$ cat src/rtl/miscv_pkg.sv
// Shared constants and types for the register-file read stage.
package miscv_pkg;
  localparam int DATA_W = 16;
  localparam int ADDR_W = 3;
  localparam int NREGS  = 8;
  localparam int NRD    = 2;  // decode-side read ports

  typedef logic [DATA_W-1:0] word_t;
  typedef logic [ADDR_W-1:0] reg_addr_t;
endpackage

$ cat src/rtl/regfile_read_stage_if.sv
// Write-back, decode-read and operand-latch signals of the read stage.
interface regfile_read_stage_if;
  import miscv_pkg::*;
  logic      wb_en;
  reg_addr_t wb_addr;
  word_t     wb_data;
  logic      in_valid;
  reg_addr_t rs1_addr;
  reg_addr_t rs2_addr;
  logic      stall;
  logic      flush;
  word_t     op1_q;
  word_t     op2_q;
  reg_addr_t rs1_q;
  reg_addr_t rs2_q;
  logic      out_valid;

  modport master (output wb_en, wb_addr, wb_data, in_valid, rs1_addr, rs2_addr,
                  stall, flush,
                  input  op1_q, op2_q, rs1_q, rs2_q, out_valid);
  modport slave  (input  wb_en, wb_addr, wb_data, in_valid, rs1_addr, rs2_addr,
                  stall, flush,
                  output op1_q, op2_q, rs1_q, rs2_q, out_valid);
endinterface

$ cat src/rtl/regfile_8x16.sv
// 8x16 register array, one write port, NRD write-first bypassed read ports.
// MISCV_ZERO_REG_EN: register 0 is hardwired to zero and writes to it vanish.
module regfile_8x16
  import miscv_pkg::*;
(
  input  logic                          clk,
  input  logic                          reset,
  input  logic                          wbEn,
  input  reg_addr_t                     wbAddr,
  input  word_t                         wbData,
  input  logic [NRD-1:0][ADDR_W-1:0]    rdAddr,
  output logic [NRD-1:0][DATA_W-1:0]    rdData,
  output logic                          wrEff   // write actually lands
);
  word_t regs [NREGS];

`ifdef MISCV_ZERO_REG_EN
  assign wrEff = wbEn && (wbAddr != '0);
`else
  assign wrEff = wbEn;
`endif

  // Array write; reset clears every entry
  always_ff @(posedge clk) begin
    if (reset) begin
      for (int i = 0; i < NREGS; i++) regs[i] <= '0;
    end else if (wrEff) begin
      regs[wbAddr] <= wbData;
    end
  end

  for (genvar g = 0; g < NRD; g++) begin : gRd
    word_t rd;
    // Read lookup with same-cycle write forwarded in
    always_comb begin
      rd = regs[rdAddr[g]];
      if (wrEff && (wbAddr == rdAddr[g])) rd = wbData;
`ifdef MISCV_ZERO_REG_EN
      if (rdAddr[g] == '0) rd = '0;
`endif
    end
    assign rdData[g] = rd;
  end
endmodule

$ cat src/rtl/regfile_read_stage.sv
// Register-file read stage: regfile_8x16 plus the ID/EX operand latch with
// flush > stall > normal priority. A write during stall refreshes any held
// operand whose latched source matches, so execute never sees stale data.
// Optional: MISCV_ZERO_REG_EN (handled inside regfile_8x16).
module regfile_read_stage
  import miscv_pkg::*;
(
  input logic                  clk,
  input logic                  reset,
  regfile_read_stage_if.slave  bus
);
  logic [NRD-1:0][ADDR_W-1:0] rdAddr;
  logic [NRD-1:0][DATA_W-1:0] rdData;
  logic [NRD-1:0][DATA_W-1:0] opQ;
  logic [NRD-1:0][ADDR_W-1:0] rsQ;
  logic                       wrEff;
  logic                       vldQ;

  assign rdAddr = {bus.rs2_addr, bus.rs1_addr};

  regfile_8x16 uRf (
    .clk    (clk),
    .reset  (reset),
    .wbEn   (bus.wb_en),
    .wbAddr (bus.wb_addr),
    .wbData (bus.wb_data),
    .rdAddr (rdAddr),
    .rdData (rdData),
    .wrEff  (wrEff)
  );

  for (genvar g = 0; g < NRD; g++) begin : gLane
    word_t     op;
    reg_addr_t rs;
    // Operand/source latch for one read port
    always_ff @(posedge clk) begin
      if (reset || bus.flush) begin
        op <= '0;
        rs <= '0;
      end else if (bus.stall) begin
        if (wrEff && (bus.wb_addr == rs)) op <= bus.wb_data;
      end else begin
        op <= rdData[g];
        rs <= rdAddr[g];
      end
    end
    assign opQ[g] = op;
    assign rsQ[g] = rs;
  end

  // Valid bit follows in_valid unless held by stall or squashed
  always_ff @(posedge clk) begin
    if (reset || bus.flush) vldQ <= 1'b0;
    else if (!bus.stall)    vldQ <= bus.in_valid;
  end

  assign bus.op1_q     = opQ[0];
  assign bus.op2_q     = opQ[1];
  assign bus.rs1_q     = rsQ[0];
  assign bus.rs2_q     = rsQ[1];
  assign bus.out_valid = vldQ;
endmodule

$ cat src/flat_wrapper.sv
// flat-port wrapper written by rule: the top's interface ports become plain ports
module regfile_read_stage_flat import miscv_pkg::*;
  (clk, reset, bus_wb_en, bus_wb_addr, bus_wb_data, bus_in_valid, bus_rs1_addr, bus_rs2_addr, bus_stall, bus_flush, bus_op1_q, bus_op2_q, bus_rs1_q, bus_rs2_q, bus_out_valid);
  regfile_read_stage_if bus_i ();
  input logic clk;
  input logic reset;
  input wire logic [$bits(bus_i.wb_en)-1:0] bus_wb_en;
  input wire logic [$bits(bus_i.wb_addr)-1:0] bus_wb_addr;
  input wire logic [$bits(bus_i.wb_data)-1:0] bus_wb_data;
  input wire logic [$bits(bus_i.in_valid)-1:0] bus_in_valid;
  input wire logic [$bits(bus_i.rs1_addr)-1:0] bus_rs1_addr;
  input wire logic [$bits(bus_i.rs2_addr)-1:0] bus_rs2_addr;
  input wire logic [$bits(bus_i.stall)-1:0] bus_stall;
  input wire logic [$bits(bus_i.flush)-1:0] bus_flush;
  output wire logic [$bits(bus_i.op1_q)-1:0] bus_op1_q;
  output wire logic [$bits(bus_i.op2_q)-1:0] bus_op2_q;
  output wire logic [$bits(bus_i.rs1_q)-1:0] bus_rs1_q;
  output wire logic [$bits(bus_i.rs2_q)-1:0] bus_rs2_q;
  output wire logic [$bits(bus_i.out_valid)-1:0] bus_out_valid;
  assign bus_i.wb_en = bus_wb_en;
  assign bus_i.wb_addr = bus_wb_addr;
  assign bus_i.wb_data = bus_wb_data;
  assign bus_i.in_valid = bus_in_valid;
  assign bus_i.rs1_addr = bus_rs1_addr;
  assign bus_i.rs2_addr = bus_rs2_addr;
  assign bus_i.stall = bus_stall;
  assign bus_i.flush = bus_flush;
  assign bus_op1_q = bus_i.op1_q;
  assign bus_op2_q = bus_i.op2_q;
  assign bus_rs1_q = bus_i.rs1_q;
  assign bus_rs2_q = bus_i.rs2_q;
  assign bus_out_valid = bus_i.out_valid;
  regfile_read_stage u_core (.clk(clk), .reset(reset), .bus(bus_i));
endmodule
$ cat config.mk
export PLATFORM = sky130hd
export DESIGN_NAME = regfile_read_stage_flat
export DESIGN_NICKNAME = d
export VERILOG_FILES = /design/src/rtl/miscv_pkg.sv /design/src/rtl/regfile_read_stage_if.sv /design/src/rtl/regfile_8x16.sv /design/src/rtl/regfile_read_stage.sv /design/src/flat_wrapper.sv
export SDC_FILE = /design/constraint.sdc
export NUM_CORES = 1
export LEC_CHECK = 0
export BUFFER_PORTS_ARGS = -buffer_cell sky130_fd_sc_hd__buf_2
export CAP_MARGIN = 0
export CORE_MARGIN = 3
export CORE_UTILIZATION = 50
export CTS_CLUSTER_SIZE = 28
export DETAILED_ROUTE_END_ITERATION = 10
export HOLD_SLACK_MARGIN = 0.1
export PLACE_DENSITY = 0.68
export RECOVER_POWER = 50
export SLEW_MARGIN = 20
export SYNTH_ARGS = -nofsm -noshare
export SYNTH_HDL_FRONTEND = slang
export SYNTH_SLANG_ARGS = --single-unit
$ cat constraint.sdc
create_clock -name clk -period 2.85 [get_ports clk]
set_input_delay 0.1425 -clock clk [delete_from_list [all_inputs] [get_ports clk]]
set_output_delay 0.1425 -clock clk [all_outputs]
set_load 0.02 [all_outputs]
==> results_dict.tcl <==
set metrics [dict create \
    ys_seq_elements 167 \
    syn-cell-area_mm2 0.008904 \
    timing.critical_path.to_type "register" \
    rows 48 \
    cts_buffers 17 \
    clk_path_buf_depth 2 \
    grt_pass1_vias 6093 \
    cts_tree "built" \
    initialDrtViolationCount 589 \
    met3_length_mm 2.398 \
    status "complete, no violations" \
    r2r_start "u_core.bus.rs2_q[1]" \
    portBuffers 69 \
    io_pins 70 \
    whs_ns 0.1191 \
    avgViaCountPerCell 6.781 \
    initial_utilization_pct 51.30 \
    post-cts-setup-buffer-count 0 \
    wl_met1_mm 10.30 \
    grt_overflow 0 \
    diodes 0 \
    die-area_mm2 0.01944 \
    power-per-cell-area_mw_per_mm2 610.3 \
    drc 0 \
    rsz0062_at_grt "false" \
    path_class "input pin to register" \
    seq_area_frac_synth_pct 51.94 \
    hpwl_mm 15.45 \
    fillCellCount 1364 \
    antenna_found_initial 0 \
    hp-start "bus_rs2_addr[1]" \
    syn_inst 629 \
    insertion_delay_ns 0.44 \
    area_growth_pct 12.55 \
    wl_mm 24.13 \
    finalWeightedCongestion 0.8591 \
    cp-start-kind "input pin" \
    nNetsFinal 710 \
    routedWlPerCell_um 26.31 \
    hold_class "input pin to register" \
    setup_viol 0 \
    htree_levels 4 \
    setup-tns-final_ns 0 \
    yosys_warnings 0 \
    hold_viol_final 0 \
    finalCriticalPeriod_ns 2.250 \
    syn_nets 660 \
    grt_pass1_wl_mm 36.69 \
    cp_data_arrival_time_ns 2.39 \
    ir_drop_uv 429.6 \
    clock-sinks 167 \
    dr.max_layer_used "met4" \
    grt_max_degree 43 \
    drive_above_1_share_pct 19.51 \
    clk_pin_slew_ns 0.06 \
    worstMarginPinSlew_ns 1.383 \
    crit_start "bus_wb_addr[1]" \
    grtUsageTotal_pct 24.92 \
    die_y_um 139.4 \
    cellLeakagePower_nw 3.380 \
    ant_nets 0 \
    met2WireLength_mm 10.83 \
    synth_cell_types 30 \
    synth.avg_cell_area_um2 14.16 \
    required_ns 2.99 \
    drv_cap 0 \
    cp_max_fo 33 \
    cts-root-buf "clkbuf_16" \
    final-max-slew-violation-count 0 \
    post-route-period-util_pct 78.96 \
    slew_headroom_pct 7.805 \
    skew_ns 0.006592 \
    drt-pass1-iter-count 5 \
    core-area_mm2 0.01736 \
    die_w_um 139.4 \
    timing.fmax_mhz 444.4 \
    vias 6218 \
]
==> worst paths after layout <==
| kind | cells past startpoint | slack, ns | endpoint |
|---|---|---|---|
| worst min register to register | 2 | 0.55 | u_core.bus.rs1_q[1] |
| worst max-delay path | 6 | 0.60 | u_core.uRf.regs[7][9] |
| worst min-delay path | 3 | 0.12 | u_core.bus.rs2_q[1] |
| worst max register to register | 5 | 1.10 | u_core.bus.op2_q[7] |
==> cell type report <==
| type | instances | area, µm² | area share (%) |
|---|---|---|---|
| clock inverter | 15 | 201.4 | 2.010 |
| multi-input combinational | 371 | 3835 | 38.27 |
| tap | 225 | 281.5 | 2.809 |
| inverter | 17 | 63.81 | 0.6368 |
| sequential | 167 | 4624 | 46.15 |
| clock buffer | 17 | 425.4 | 4.245 |
| timing repair buffer | 105 | 589.3 | 5.881 |
==> metrics by stage <==
stage                     utilization, %  instance area (µm²)  worst slack, ns  cells  total power, mW
after floorplan                        -                 8904           0.4186    629            3.421
after global placement             54.38                 9438           0.7029    881            3.656
after detailed placement           54.38                 9438           0.6109    881            3.685
after CTS                          58.22                10100            1.088    917            6.129
after global routing               57.74                10020           0.5006    917            6.293
final                              57.74                10020           0.5996    917            6.115
==> cells in the final DEF, fill, tap and decap left out, types with 2 or more instances in the layout <==
master / synthesis / final
clkinv_1: 17 / 19
nand2b_1: 34 / 34
a41o_2: 2 / 2
inv_6: 0 / 2
nand4_1: 2 / 2
o221ai_1: 17 / 17
buf_2: 10 / 27
o21ai_1: 0 / 5
a21oi_1: 32 / 32
xnor2_1: 12 / 12
edfxtp_1: 128 / 128
mux4_1: 64 / 64
nor4_1: 32 / 32
mux2_2: 32 / 32
clkinv_4: 0 / 2
buf_12: 0 / 3
and4_1: 2 / 2
o221ai_2: 15 / 15
clkinvlp_4: 0 / 3
dfxtp_1: 39 / 39
mux2i_1: 7 / 7
nor2_1: 8 / 7
buf_4: 2 / 23
nor3_1: 96 / 96
clkbuf_16: 0 / 17
a21boi_1: 2 / 2
nand4b_1: 2 / 2
clkbuf_1: 47 / 47
bufinv_16: 0 / 4
dlygate4sd3_1: 0 / 4
==> per-layer routing <==
metal	up-vias	global-route usage (%)
met3	49	5.979
li1	2679	-
met1	3102	35.82
met5	-	0
met4	0	9.372
met2	388	37.18
==> sequential cells by signal (all words and copies together) (netlist names) <==
| register | count |
|---|---|
| u_core.bus.op2_q | 16 |
| u_core.bus.rs2_q | 3 |
| u_core.bus.op1_q | 16 |
| u_core.uRf.regs | 128 |
| u_core.bus.rs1_q | 3 |
| u_core.bus.out_valid | 1 |
==> cells by family after synthesis <==
kind of cell | share of synthesized area, %
and+or+nand+nor | 11.16
DFF | 51.94
muxes | 23.72
buffers and inverters | 5.073
AOI/OAI and AO/OA | 6.928
xor gates and xnor gates | 1.180
==> power by group <==
| group | total, mW | switching (mW) | leakage (nW) | internal (mW) |
|---|---|---|---|---|
| Clock | 2.47 | 0.998 | 0.293 | 1.47 |
| Sequential | 2.84 | 0.0758 | 1.55 | 2.77 |
| Combinational | 0.805 | 0.478 | 1.54 | 0.326 |
==> cells in the mapped netlist <==
| cell | count | area (µm²) |
|---|---|---|
| a21boi_1 | 2 | 15.01 |
| a21oi_1 | 32 | 160.2 |
| a41o_2 | 2 | 22.52 |
| and4_1 | 2 | 17.52 |
| buf_1 | 3 | 11.26 |
| buf_2 | 10 | 50.05 |
| buf_4 | 2 | 15.01 |
| buf_6 | 12 | 135.1 |
| clkbuf_1 | 47 | 176.4 |
| clkinv_1 | 17 | 63.81 |
| dfxtp_1 | 39 | 780.8 |
| edfxtp_1 | 128 | 3844 |
| mux2_2 | 32 | 360.4 |
| mux2i_1 | 7 | 70.07 |
| mux4_1 | 64 | 1682 |
| nand2_1 | 1 | 3.750 |
| nand2b_1 | 34 | 212.7 |
| nand3_1 | 1 | 5.000 |
| nand3b_1 | 1 | 7.510 |
| nand4_1 | 2 | 12.51 |
| nand4b_1 | 2 | 17.52 |
| nor2_1 | 8 | 30.03 |
| nor3_1 | 96 | 480.5 |
| nor4_1 | 32 | 200.2 |
| o21ai_0 | 6 | 30.03 |
| o221ai_1 | 17 | 148.9 |
| o221ai_2 | 15 | 225.2 |
| o31ai_1 | 2 | 15.01 |
| or2_2 | 1 | 6.260 |
| xnor2_1 | 12 | 105.1 |
==> worst max-delay path, stage by stage <==
cell,delay [ns]
clkbuf_1,0.79
buf_4,0.45
nand2_1,0.14
buf_4,0.33
o21ai_1,0.23
buf_4,0.26
==> repair_timing <==
item	in CTS	in global routing
hold buffers	4	0
resized for setup	0	0
endpoints found under the hold margin	7	0
Power figures use the tool's default switching activity.
